--- config.mk ---
export PLATFORM = sky130hd
export DESIGN_NAME = bcd_up_counter_flat
export DESIGN_NICKNAME = d
export VERILOG_FILES = /design/src/rtl/bcd_pkg.sv /design/src/rtl/bcd_up_counter_if.sv /design/src/rtl/bcd_up_counter_digit.sv /design/src/rtl/bcd_up_counter.sv /design/src/flat_wrapper.sv
export SDC_FILE = /design/constraint.sdc
export NUM_CORES = 1
export LEC_CHECK = 0
export ABC_CLOCK_PERIOD_IN_PS = 3220
export BUFFER_PORTS_ARGS = -buffer_cell sky130_fd_sc_hd__buf_4
export CAP_MARGIN = 20
export CORE_MARGIN = 10
export CORE_UTILIZATION = 45
export DETAILED_ROUTE_END_ITERATION = 10
export PLACE_DENSITY = 0.71
export SYNTH_ARGS = -nofsm -noshare
export SYNTH_HDL_FRONTEND = slang
export SYNTH_SLANG_ARGS = --single-unit
--- constraint.sdc ---
create_clock -name clk -period 3.22 [get_ports clk]
set_clock_uncertainty 0.1 [all_clocks]
set_input_delay 0.644 -clock clk [delete_from_list [all_inputs] [get_ports clk]]
set_output_delay 0.644 -clock clk [all_outputs]
set_load 0.02 [all_outputs]
--- src/rtl/bcd_pkg.sv ---
// bcd_pkg: shared constants and nibble helpers for the BCD up-counter.
//   DIGIT_W      - bits per BCD digit
//   BCD_MAX      - largest legal BCD digit value
//   bcd_sanitize - maps an illegal nibble (>9) to 0 (used on load values)
//   bcd_clamp    - maps an illegal nibble (>9) to 9 (used on the terminal value)
package bcd_pkg;

    localparam int         DIGIT_W = 4;
    localparam logic [3:0] BCD_MAX = 4'd9;

    function automatic logic [3:0] bcd_sanitize(input logic [3:0] nibble);
        return (nibble > BCD_MAX) ? 4'd0 : nibble;
    endfunction

    function automatic logic [3:0] bcd_clamp(input logic [3:0] nibble);
        return (nibble > BCD_MAX) ? BCD_MAX : nibble;
    endfunction

endpackage

--- src/rtl/bcd_up_counter_if.sv ---
// bcd_up_counter_if: control/data bundle between a counter user and the
// BCD up-counter.
//   en       - count enable (gates prescaler and counter)
//   clr      - synchronous clear
//   load     - synchronous load strobe
//   load_val - BCD value to load, digit 0 in bits [3:0]
//   limit    - terminal BCD value
//   cnt      - registered BCD count
//   carry    - registered terminal indication
// Modports: master drives the controls, slave is the counter.
interface bcd_up_counter_if #(
    parameter int DIGITS = 2
);
    logic                  en;
    logic                  clr;
    logic                  load;
    logic [4*DIGITS-1:0]   load_val;
    logic [4*DIGITS-1:0]   limit;
    logic [4*DIGITS-1:0]   cnt;
    logic                  carry;

    modport master (
        output en, clr, load, load_val, limit,
        input  cnt, carry
    );

    modport slave (
        input  en, clr, load, load_val, limit,
        output cnt, carry
    );
endinterface

--- src/rtl/bcd_up_counter_digit.sv ---
// bcd_digit: one combinational BCD digit cell of the increment chain.
//   digit_i - current digit value (always a legal BCD digit in use)
//   inc_i   - increment request from the lower digit
//   digit_o - digit value after the optional increment (9 rolls to 0)
//   inc_o   - increment request for the next higher digit
module bcd_digit
    import bcd_pkg::*;
(
    input  logic [DIGIT_W-1:0] digit_i,
    input  logic               inc_i,
    output logic [DIGIT_W-1:0] digit_o,
    output logic               inc_o
);

    // >= rather than == so an illegal digit can never produce an illegal result
    assign digit_o = !inc_i              ? digit_i :
                     (digit_i >= BCD_MAX) ? '0      :
                                            digit_i + 4'd1;
    assign inc_o   = inc_i && (digit_i == BCD_MAX);

endmodule

--- src/rtl/bcd_up_counter.sv ---
// bcd_up_counter: multi-digit synchronous BCD up-counter with prescaler,
// synchronous clear, load and a programmable terminal value.
//   clk - rising-edge clock
//   rst - asynchronous active-low reset
//   bus - bcd_up_counter_if.slave (en, clr, load, load_val, limit, cnt, carry)
// Parameters: DIGITS (BCD digits), DIV (advance once per DIV enabled clocks).
// Build option: define BCD_UP_SAT_EN for the saturating build (cnt holds at
// the terminal value and carry is a level); otherwise the counter wraps to 0
// and carry is a one-cycle pulse.
module bcd_up_counter
    import bcd_pkg::*;
#(
    parameter int DIGITS = 2,
    parameter int DIV    = 1
) (
    input  logic             clk,
    input  logic             rst,
    bcd_up_counter_if.slave  bus
);

    localparam int             VW       = DIGIT_W * DIGITS;
    localparam int             PW       = (DIV > 1) ? $clog2(DIV) : 1;
    localparam logic [PW-1:0]  PSC_LAST = PW'(DIV - 1);

    logic [PW-1:0] psc_q, psc_d;
    logic [VW-1:0] cnt_q, cnt_d;
    logic          carry_q, carry_d;

    logic [VW-1:0] lim_c;
    logic [VW-1:0] load_c;
    logic [VW-1:0] inc_val;
    logic [DIGITS:0] inc_chain;
    logic          at_limit;
    logic          terminal;

    always_comb begin
        lim_c  = '0;
        load_c = '0;
        for (int i = 0; i < DIGITS; i++) begin
            lim_c[i*DIGIT_W +: DIGIT_W]  = bcd_clamp(bus.limit[i*DIGIT_W +: DIGIT_W]);
            load_c[i*DIGIT_W +: DIGIT_W] = bcd_sanitize(bus.load_val[i*DIGIT_W +: DIGIT_W]);
        end
    end

    // Ripple increment chain: digit 0 always requests +1, each cell passes
    // its roll-over into the next within the same cycle.
    assign inc_chain[0] = 1'b1;

    for (genvar g = 0; g < DIGITS; g++) begin : g_digit
        bcd_digit u_digit (
            .digit_i (cnt_q[g*DIGIT_W +: DIGIT_W]),
            .inc_i   (inc_chain[g]),
            .digit_o (inc_val[g*DIGIT_W +: DIGIT_W]),
            .inc_o   (inc_chain[g+1])
        );
    end

    // Terminal when the count equals the limit, or when it sits at all-nines
    // (only reachable above the limit, via load or a lowered limit).
    assign at_limit = (cnt_q == lim_c);
    assign terminal = at_limit || inc_chain[DIGITS];

    always_comb begin
        cnt_d = cnt_q;
        psc_d = psc_q;
`ifdef BCD_UP_SAT_EN
        carry_d = carry_q;
`else
        carry_d = 1'b0;
`endif
        if (bus.clr) begin
            cnt_d   = '0;
            psc_d   = '0;
            carry_d = 1'b0;
        end else if (bus.load) begin
            cnt_d   = load_c;
            psc_d   = '0;
            carry_d = 1'b0;
        end else if (bus.en) begin
            if (psc_q == PSC_LAST) begin
                psc_d = '0;
`ifdef BCD_UP_SAT_EN
                // Once saturated, further advances are ignored.
                if (!carry_q) begin
                    if (terminal) begin
                        carry_d = 1'b1;
                    end else begin
                        cnt_d = inc_val;
                    end
                end
`else
                if (terminal) begin
                    cnt_d   = '0;
                    carry_d = 1'b1;
                end else begin
                    cnt_d = inc_val;
                end
`endif
            end else begin
                psc_d = psc_q + PW'(1);
            end
        end
    end

    always_ff @(posedge clk or negedge rst) begin
        if (!rst) begin
            cnt_q   <= '0;
            psc_q   <= '0;
            carry_q <= 1'b0;
        end else begin
            cnt_q   <= cnt_d;
            psc_q   <= psc_d;
            carry_q <= carry_d;
        end
    end

    assign bus.cnt   = cnt_q;
    assign bus.carry = carry_q;

endmodule

--- src/flat_wrapper.sv ---
// flat-port wrapper written by rule: the top's interface ports become plain ports
module bcd_up_counter_flat import bcd_pkg::*;
#(
    parameter int DIGITS = 2,
    parameter int DIV    = 1
)
  (clk, rst, bus_en, bus_clr, bus_load, bus_load_val, bus_limit, bus_cnt, bus_carry);
  bcd_up_counter_if #(.DIGITS(DIGITS)) bus_i ();
  input  logic clk;
  input  logic rst;
  input wire logic [$bits(bus_i.en)-1:0] bus_en;
  input wire logic [$bits(bus_i.clr)-1:0] bus_clr;
  input wire logic [$bits(bus_i.load)-1:0] bus_load;
  input wire logic [$bits(bus_i.load_val)-1:0] bus_load_val;
  input wire logic [$bits(bus_i.limit)-1:0] bus_limit;
  output wire logic [$bits(bus_i.cnt)-1:0] bus_cnt;
  output wire logic [$bits(bus_i.carry)-1:0] bus_carry;
  assign bus_i.en = bus_en;
  assign bus_i.clr = bus_clr;
  assign bus_i.load = bus_load;
  assign bus_i.load_val = bus_load_val;
  assign bus_i.limit = bus_limit;
  assign bus_cnt = bus_i.cnt;
  assign bus_carry = bus_i.carry;
  bcd_up_counter #(.DIGITS(DIGITS), .DIV(DIV)) u_core (.clk(clk), .rst(rst), .bus(bus_i));
endmodule
==> impl_metrics.toml, run 1 <==
[status]
outcome = "completed"

[global_route]
antenna_found_initial = 0
grt.total_usage = 0.119
remaining_overflow_grt = 0
first_global_vias = 942
pin_count_of_the_biggest_net_entering_global_routing = 19
wire_length_of_the_first_global_routing_pass_mm = 4.15

[final_layout]
layout.nets = 164
post-route-cell-area_um2 = 1170
antenna-diode-count = 0
utilization = 0.597
multi_input_comb_area_um2 = 638
post_route_cells_drive_above_1_share = 0.324
areaGrowthSynthToFinish_pct = 25.3
filler_instances = 189
area.sequential_um2 = 225

[synth]
synth_nets = 133
synthArstFlopShare = 1.00
synth_enable_flop_cells = 0
synthMostInstantiatedCell = "sky130_fd_sc_hd__nor2_1"
synth_sequential_area_ratio = 0.241
ys_types = 42
netlist_top_cells_area = "sky130_fd_sc_hd__dfrtp_1 24%, sky130_fd_sc_hd__ha_1 8.0%, sky130_fd_sc_hd__clkbuf_8 4.4%"
synth_commonest_cells = "10 x sky130_fd_sc_hd__nor2_1, 9 x sky130_fd_sc_hd__dfrtp_1, 9 x sky130_fd_sc_hd__nand2_1"
synth-seq-cells = 9
yosysTopAreaCell = "sky130_fd_sc_hd__dfrtp_1"
ys_warn_count = 0
synth.avg_cell_area_um2 = 8.82
dominantRegCellSynth = "sky130_fd_sc_hd__dfrtp_1"
netlist_area_um2 = 935
synth_largest_type_area_fraction = 0.241
synthesis.instances = 106

[timing]
rsz0062_at_grt = "no"
min_period_over_period = 0.675
hold_violations = 0
max-slew-margin-rel = 0.786
final_ws_setup_ns = 1.05
maxClockFrequency_mhz = 460
fin_crit_ns = 2.17
setup_tns_ns = 0
timing_worst_slew_pin_value_ns = 0.318
finish_stage_setup_viols = 0
slew_viol_final = 0

[routing]
dr_total_vias = 925
vias_per_cell = 5.67
routed.top_layer = "met4"
post_drt_wl_per_cell_um = 14.9
drcViolationCount = 0
post_route_antenna_net_violation_count = 0
route.final.wire_length_mm = 2.43
drtIter0Drc = 52
route.met3.wl_um = 210
met2_wl_post_dr_mm = 1.07
detailedRoute.firstPassIterationCount = 4
routedLengthMet1_mm = 1.09

[critical_path]
worst-path-max-fanout = 9
crit_required_ns = 3.27
critical_r2r_launch = "u_core.bus.cnt[6]"
cp.arrival_ns = 2.22
worst_setup_path_endpoint = "u_core.bus.cnt[4]"
timing.critical_path.from_type = "register"
rrSetupSlack_ns = 1.05
ff2ff_path_depth = 7
crit_type = "reg -> reg"
cp-end-kind = "register"
timing.rr.end = "u_core.bus.cnt[4]"
worstSetupStartpoint = "u_core.bus.cnt[6]"

[pwr]
leakage_nw = 0.565
maximum_vdd_ir_drop_v = 0.000198
design_power_total_mw = 0.333
power_density_nw_per_um2 = 284

[cts]
postCtsSetupBuffers = 0
post_cts_hold_buffer_count = 0
numClockSinks = 9
tritoncts = "done"
cts.root.buffer_cell = "sky130_fd_sc_hd__clkbuf_4"
clock_latency_ns = 0.27
postCtsResizedCells = 0
clk_pin_slew_worst_paths_ns = 0.07
number_of_buffers_added_by_the_clock_tree_synthesis_step = 3
cts-htree-levels = 1
max-clock-path-buffers = 2

[die]
floorplan.initialDensity = 0.476
io-pin-count = 30
floorplan.die_area_um2 = 4300
fp-row-count = 16
core_um2 = 1960
x_dimension_of_the_die_um = 65.6
die_extent_in_y_um = 65.6

[placement]
place_area_um2 = 1140
place.gp.congestion = 0.833
io_buffers = 29
place_hpwl_mm = 1.92
post-place-ws_ns = 0.831

[worst_hold_path]
hold_class = "in -> async"

[run]
drv_cap = 0
-- through the flow --
stage / hold slack [ns] / std cells
global placement: 0.377 / 159
floorplan: 0.248 / 106
CTS: 0.0939 / 163
finish: 0.0870 / 163
detailed placement: 0.380 / 159
global route: 0.0888 / 163
-- flip-flops by register name, summed over array words and instances, names as in the netlist --
register	flops
u_core.bus.carry	1
u_core.bus.cnt	8
-- where the power goes --
group	internal (mW)	switching, mW	total [mW]
combinational	0.0536	0.0586	0.112
clock	0.0479	0.0426	0.0906
sequential	0.119	0.0114	0.130
-- critical path, cell delays in order (launching register included) --
cell and delay (ns):
sky130_fd_sc_hd__dfrtp_1 0.50, sky130_fd_sc_hd__inv_2 0.09, sky130_fd_sc_hd__o2111ai_1 0.23, sky130_fd_sc_hd__a21oi_2 0.10
sky130_fd_sc_hd__o2111ai_4 0.30, sky130_fd_sc_hd__a21oi_1 0.13, sky130_fd_sc_hd__nor3_2 0.25, sky130_fd_sc_hd__mux2_1 0.36
-- layout make-up --
type / instances / area share
multi-input combinational: 86 / 0.545
tap: 27 / 0.0288
inverter: 8 / 0.0256
sequential: 9 / 0.192
timing repair buffer: 29 / 0.186
clock buffer: 4 / 0.0224
-- metal layers --
layer / GRT usage / vias to the layer above
li1: - / 456
met1: 0.151 / 430
met2: 0.174 / 34
met3: 0.0322 / 5
met4: 0.0668 / 0
met5: 0 / -
-- cell usage in the layout (no fill, tap or decap), types with 2 or more instances in the layout --
| master | synthesis | routed |
|---|---|---|
| sky130_fd_sc_hd__a21o_1 | 2 | 2 |
| sky130_fd_sc_hd__a21o_2 | 3 | 3 |
| sky130_fd_sc_hd__a21oi_1 | 6 | 6 |
| sky130_fd_sc_hd__a221oi_1 | 2 | 2 |
| sky130_fd_sc_hd__a22o_1 | 2 | 2 |
| sky130_fd_sc_hd__a31oi_1 | 2 | 2 |
| sky130_fd_sc_hd__buf_4 | 0 | 29 |
| sky130_fd_sc_hd__clkbuf_4 | 0 | 3 |
| sky130_fd_sc_hd__dfrtp_1 | 9 | 9 |
| sky130_fd_sc_hd__ha_1 | 6 | 6 |
| sky130_fd_sc_hd__inv_1 | 7 | 7 |
| sky130_fd_sc_hd__nand2_1 | 9 | 9 |
| sky130_fd_sc_hd__nand3_1 | 4 | 4 |
| sky130_fd_sc_hd__nand4b_1 | 2 | 2 |
| sky130_fd_sc_hd__nor2_1 | 10 | 10 |
| sky130_fd_sc_hd__nor2b_1 | 2 | 2 |
| sky130_fd_sc_hd__nor3_1 | 5 | 5 |
| sky130_fd_sc_hd__o21a_1 | 2 | 2 |
| sky130_fd_sc_hd__o21ai_0 | 2 | 2 |
| sky130_fd_sc_hd__o31ai_1 | 2 | 2 |
| sky130_fd_sc_hd__xnor2_1 | 4 | 4 |
-- kinds of logic (layout without fill, tap and decap cells) --
| logic type | after synthesis | after routing | synth area share |
|---|---|---|---|
| AND/OR/NAND/NOR | 40 | 40 | 0.236 |
| AO/OA/AOI/OAI | 35 | 35 | 0.317 |
| buffers and inverters | 11 | 41 | 0.0763 |
| flip-flops | 9 | 9 | 0.241 |
| adder cells (fa/ha/maj) | 6 | 6 | 0.0803 |
| XOR/XNOR | 4 | 4 | 0.0375 |
| multiplexers | 1 | 1 | 0.0120 |
-- worst min path at each step --
| stage | endpoint | slack, ns | depth (start not counted) |
|---|---|---|---|
| 6_report | u_core.bus.cnt[2] | 0.09 | 1 |
| 3_3_place_gp | u_core.bus.cnt[2] | 0.38 | 1 |
| 4_1_cts | u_core.bus.cnt[3] | 0.09 | 1 |
| 2_1_floorplan | u_core.bus.carry | 0.25 | 0 |
| 5_1_grt | u_core.bus.cnt[2] | 0.09 | 1 |
| 3_5_place_dp | u_core.bus.cnt[3] | 0.38 | 1 |
Note: power is estimated with default switching activity, not from simulation.
==> inputs of run 2 (changes only) <==
- ABC_CLOCK_PERIOD_IN_PS: 3220 -> 2000
- clock period: 3.22 -> 2 ns (I/O delays scaled with it)
==> impl_metrics.toml, run 2 (synthesis gave the netlist of run 1 again) <==
[die]
x_dimension_of_the_die_um = 65.6
floorplan.die_area_um2 = 4300
io-pin-count = 30
fp-row-count = 16
die_extent_in_y_um = 65.6
core_um2 = 1960
floorplan.initialDensity = 0.476

[critical_path]
worst-path-max-fanout = 4
critical_path_cell_by_cell = "nor4b_4, nor2_1, a21oi_2, buf_4, o2111ai_2, a31oi_1, a221oi_2, a21o_1"
crit_type = "reg -> reg"
worst_path_largest_cell_delay_ns = 0.44
buffer_and_inverter_count_on_the_worst_path = 1
cp.arrival_ns = 2.04
timing.critical_path.slowest_stage_cell = "sky130_fd_sc_hd__dfrtp_2"
critical-path-top-delay-family = "compound AO/OA/AOI/OAI gates"
timing.critical_path.from_type = "register"
crit_required_ns = 2.05
cp-end-kind = "register"

[timing]
final_ws_setup_ns = 0.00939
fin_crit_ns = 1.99
finish_stage_setup_viols = 0
hold_violations = 0
rsz0062_at_grt = "yes"
maxClockFrequency_mhz = 502
max-slew-margin-rel = 0.727
slew_viol_final = 0
timing_worst_slew_pin_value_ns = 0.406
min_period_over_period = 0.995

[routing]
drcViolationCount = 0
routed.top_layer = "met4"
dr_total_vias = 998
met2_wl_post_dr_mm = 1.27
routedLengthMet1_mm = 1.34
post_drt_wl_per_cell_um = 15.9
vias_per_cell = 5.64
post_route_antenna_net_violation_count = 0
route.final.wire_length_mm = 2.82
detailedRoute.firstPassIterationCount = 4
drtIter0Drc = 61
route.met3.wl_um = 168

[cts]
clock_latency_ns = 0.26
cts.root.buffer_cell = "sky130_fd_sc_hd__clkbuf_4"
numClockSinks = 9
max-clock-path-buffers = 2
number_of_buffers_added_by_the_clock_tree_synthesis_step = 3
clk_pin_slew_worst_paths_ns = 0.07
tritoncts = "done"
cts-htree-levels = 1

[final_layout]
areaGrowthSynthToFinish_pct = 42.3
mostFrequentLayoutCell = "sky130_fd_sc_hd__buf_4"
commonest_cells_after_routing_fill_and_taps_aside = "41 x sky130_fd_sc_hd__buf_4, 10 x sky130_fd_sc_hd__nor2_1, 9 x sky130_fd_sc_hd__nand2_1"
utilization = 0.678
antenna-diode-count = 0
largest_reg_flops = 8
layout.nets = 178
post_route_cells_drive_above_1_share = 0.440

[pwr]
maximum_vdd_ir_drop_v = 0.000299
design_power_total_mw = 0.574
leakage_nw = 0.633
power_density_nw_per_um2 = 432

[placement]
io_buffers = 29
place.gp.congestion = 0.856
post-place-ws_ns = -0.171
place_hpwl_mm = 2.10

[global_route]
first_global_vias = 953
grt.total_usage = 0.125
remaining_overflow_grt = 0
pin_count_of_the_biggest_net_entering_global_routing = 19
wire_length_of_the_first_global_routing_pass_mm = 4.46
antenna_found_initial = 0

[status]
outcome = "completed"

[worst_hold_path]
hold_class = "in -> reg"

[run]
drv_cap = 0
-- run 2: cell types whose count changed in the layout (fill, tap and decap cells not counted), sizes merged --
cell         delta
buf            +12
dlygate4sd3     +1
o2111ai         +1
-- run 2: metal layers --
layer | up-vias | track usage
met4 | 0 | 0.0481
met1 | 476 | 0.157
li1 | 483 | -
met2 | 35 | 0.204
met3 | 4 | 0.0254
met5 | - | 0
-- run 2: through the flow --
step	hold slack (ns)	std cells	instance area, um2	TNS [ns]
after detailed placement	0.133	169	1230	-0.887
final	0.295	177	1330	0
after global routing	0.306	177	1330	-0.163
after CTS	0.291	176	1310	0
after floorplan	0.00441	106	948	0
after global placement	0.131	169	1230	-0.395
-- run 2: timing repair --
item	4_1_cts	5_1_grt
setup buffers	1	1
pin swaps	3	5
cloned	1	0
endpoints found under the setup margin	5	6
resized for setup	2	3
hold endpoints to repair	9	0
hold buffers	1	0
-- run 2: where the power goes --
part           switching, mW  total [mW]  internal, mW
Combinational          0.121       0.228         0.108
Sequential           0.00916       0.201         0.192
Clock                 0.0685       0.146        0.0771
-- run 2: final cells by class --
class | count | area (um2)
fillers | 171 | 632
well taps | 27 | 33.8
multi-input cells | 87 | 693
repair buffers | 42 | 318
flip-flops and latches | 9 | 229
clock buffers | 4 | 26.3
inverters | 8 | 30.0
-- run 2: path summary, 6_finish.rpt --
check	start	end	slack (ns)	cells after the start
worst max-delay path	u_core.bus.cnt[5]	u_core.bus.cnt[7]	0.009	8
worst min register to register	u_core.bus.cnt[0]	u_core.bus.cnt[0]	0.52	3
worst min-delay path	bus_clr	u_core.bus.cnt[0]	0.30	2
worst max register to register	u_core.bus.cnt[5]	u_core.bus.cnt[7]	0.009	8
min in group asynchronous	rst	u_core.bus.cnt[0]	0.40	2
max in group asynchronous	rst	u_core.bus.cnt[6]	1.24	2
-- run 2: worst reg2reg max path, cell delays in order (launching register included) --
cell and delay (ns):
sky130_fd_sc_hd__dfrtp_2 0.44, sky130_fd_sc_hd__nor4b_4 0.27, sky130_fd_sc_hd__nor2_1 0.08, sky130_fd_sc_hd__a21oi_2 0.20, sky130_fd_sc_hd__buf_4 0.15, sky130_fd_sc_hd__o2111ai_2 0.15
sky130_fd_sc_hd__a31oi_1 0.25, sky130_fd_sc_hd__a221oi_2 0.09, sky130_fd_sc_hd__a21o_1 0.17
==> inputs of run 3 (changes only) <==
- ABC_CLOCK_PERIOD_IN_PS: 2000 -> 1900
- RECOVER_POWER: default -> 25
- clock period: 2 -> 1.9 ns (I/O delays scaled with it)
==> impl_metrics.toml, run 3 (synthesis gave the netlist of run 1 again) <==
[cts]
cts.root.buffer_cell = "sky130_fd_sc_hd__clkbuf_4"
tritoncts = "done"
numClockSinks = 9
clk_pin_slew_worst_paths_ns = 0.07
cts-htree-levels = 1
max-clock-path-buffers = 2
number_of_buffers_added_by_the_clock_tree_synthesis_step = 3
clock_latency_ns = 0.28

[critical_path]
worstSetupStartpoint = "u_core.bus.cnt[5]"
cp-end-kind = "register"
crit_type = "reg -> reg"
crit_required_ns = 2.01
timing.critical_path.from_type = "register"
critical_r2r_launch = "u_core.bus.cnt[5]"
worst-path-max-fanout = 5
cp.arrival_ns = 2.13

[global_route]
wire_length_of_the_first_global_routing_pass_mm = 4.77
first_global_vias = 1078
met2_usage = 0.230
remaining_overflow_grt = 0
grt.total_usage = 0.137
globalRoute.busiestLayer = "met2"
antenna_found_initial = 0
pin_count_of_the_biggest_net_entering_global_routing = 19
met1_usage = 0.140
global_route_track_usage_on_met3 = 0.0441

[die]
floorplan.initialDensity = 0.476
core_um2 = 1960
x_dimension_of_the_die_um = 65.6
io-pin-count = 30
floorplan.die_area_um2 = 4300
fp-row-count = 16
die_extent_in_y_um = 65.6

[timing]
final_ws_setup_ns = -0.125
hold_violations = 0
rsz0062_at_grt = "yes"
timing_worst_slew_pin_value_ns = 0.552
max-slew-margin-rel = 0.632
slew_viol_final = 0
maxClockFrequency_mhz = 494
min_period_over_period = 1.07
fin_hold_ws_ns = 0.265
fin_crit_ns = 2.02
finish_stage_setup_viols = 5

[final_layout]
mostFrequentLayoutCell = "sky130_fd_sc_hd__buf_4"
area.sequential_um2 = 229
post_route_cells_drive_above_1_share = 0.490
multi_input_comb_area_um2 = 732
filler_instances = 179
layout.nets = 181
largest_reg_flops = 8
areaGrowthSynthToFinish_pct = 48.5
commonest_cells_after_routing_fill_and_taps_aside = "43 x sky130_fd_sc_hd__buf_4, 10 x sky130_fd_sc_hd__nor2_1, 7 x sky130_fd_sc_hd__nand2_1"
antenna-diode-count = 0

[worst_hold_path]
hold_class = "in -> reg"
min_from = "bus_clr"

[routing]
detailedRoute.firstPassIterationCount = 4
drcViolationCount = 0
post_drt_wl_per_cell_um = 16.6
route.final.wire_length_mm = 3.00
dr_total_vias = 1016
vias_per_cell = 5.64
drtIter0Drc = 30
post_route_antenna_net_violation_count = 0

[placement]
io_buffers = 29
place.gp.congestion = 0.871
post-place-ws_ns = -0.240
place_hpwl_mm = 2.18

[pwr]
power_density_nw_per_um2 = 452
maximum_vdd_ir_drop_v = 0.000353
leakage_nw = 0.639
design_power_total_mw = 0.627

[run]
drv_cap = 0

[status]
outcome = "complete, but fails checks"
failed_checks = "setup timing"
run 3: metrics by stage:
step / util / area [um2] / std cells / setup TNS [ns]
2_1_floorplan: - / 966 / 106 / -0.201
3_3_place_gp: 0.645 / 1270 / 171 / -0.875
3_5_place_dp: 0.645 / 1270 / 171 / -1.40
4_1_cts: 0.684 / 1340 / 179 / -0.392
5_1_grt: 0.707 / 1390 / 180 / -0.975
6_report: 0.707 / 1390 / 180 / -0.452
run 3: cell type report:
type	count	share of cell area
repair buffers	45	0.243
multi-input cells	87	0.528
flip-flops and latches	9	0.165
clock buffers	4	0.0189
inverters	8	0.0216
well taps	27	0.0243
run 3: where the power goes:
group	leakage [nW]	total [mW]	switching, mW	internal [mW]
clock network	0.0150	0.159	0.0774	0.0814
logic	0.507	0.258	0.137	0.120
registers	0.117	0.211	0.00934	0.202
run 3: what timing repair did:
item	CTS	global route
endpoints found under the setup margin	6	8
hold endpoints to repair	9	0
pin swaps	5	11
hold buffers	1	0
gates resized for setup	2	8
buffers inserted	2	1
gates cloned	1	0
run 3: worst max-delay path, stage by stage (launching register included):
cell and delay [ns]:
sky130_fd_sc_hd__dfrtp_2 0.43, sky130_fd_sc_hd__nor4b_2 0.25, sky130_fd_sc_hd__nor2_1 0.10, sky130_fd_sc_hd__a21oi_2 0.21, sky130_fd_sc_hd__o2111ai_4 0.19, sky130_fd_sc_hd__a21o_2 0.27
sky130_fd_sc_hd__a221oi_2 0.29, sky130_fd_sc_hd__a21o_2 0.13
run 3: final timing paths:
check	end	slack, ns	cells after the start
min in group asynchronous	u_core.bus.cnt[0]	0.50	2
max in group asynchronous	u_core.bus.cnt[5]	0.80	2
max	u_core.bus.cnt[6]	-0.12	7
max reg2reg	u_core.bus.cnt[6]	-0.12	7
min reg2reg	u_core.bus.cnt[0]	0.50	3
min	u_core.bus.cnt[0]	0.27	2
run 3: per-layer routing:
layer | share of wire | vias up
li1 | - | 496
met1 | 0.43 | 480
met2 | 0.50 | 33
met3 | 0.054 | 7
met4 | 0.021 | 0
met5 | 0 | -
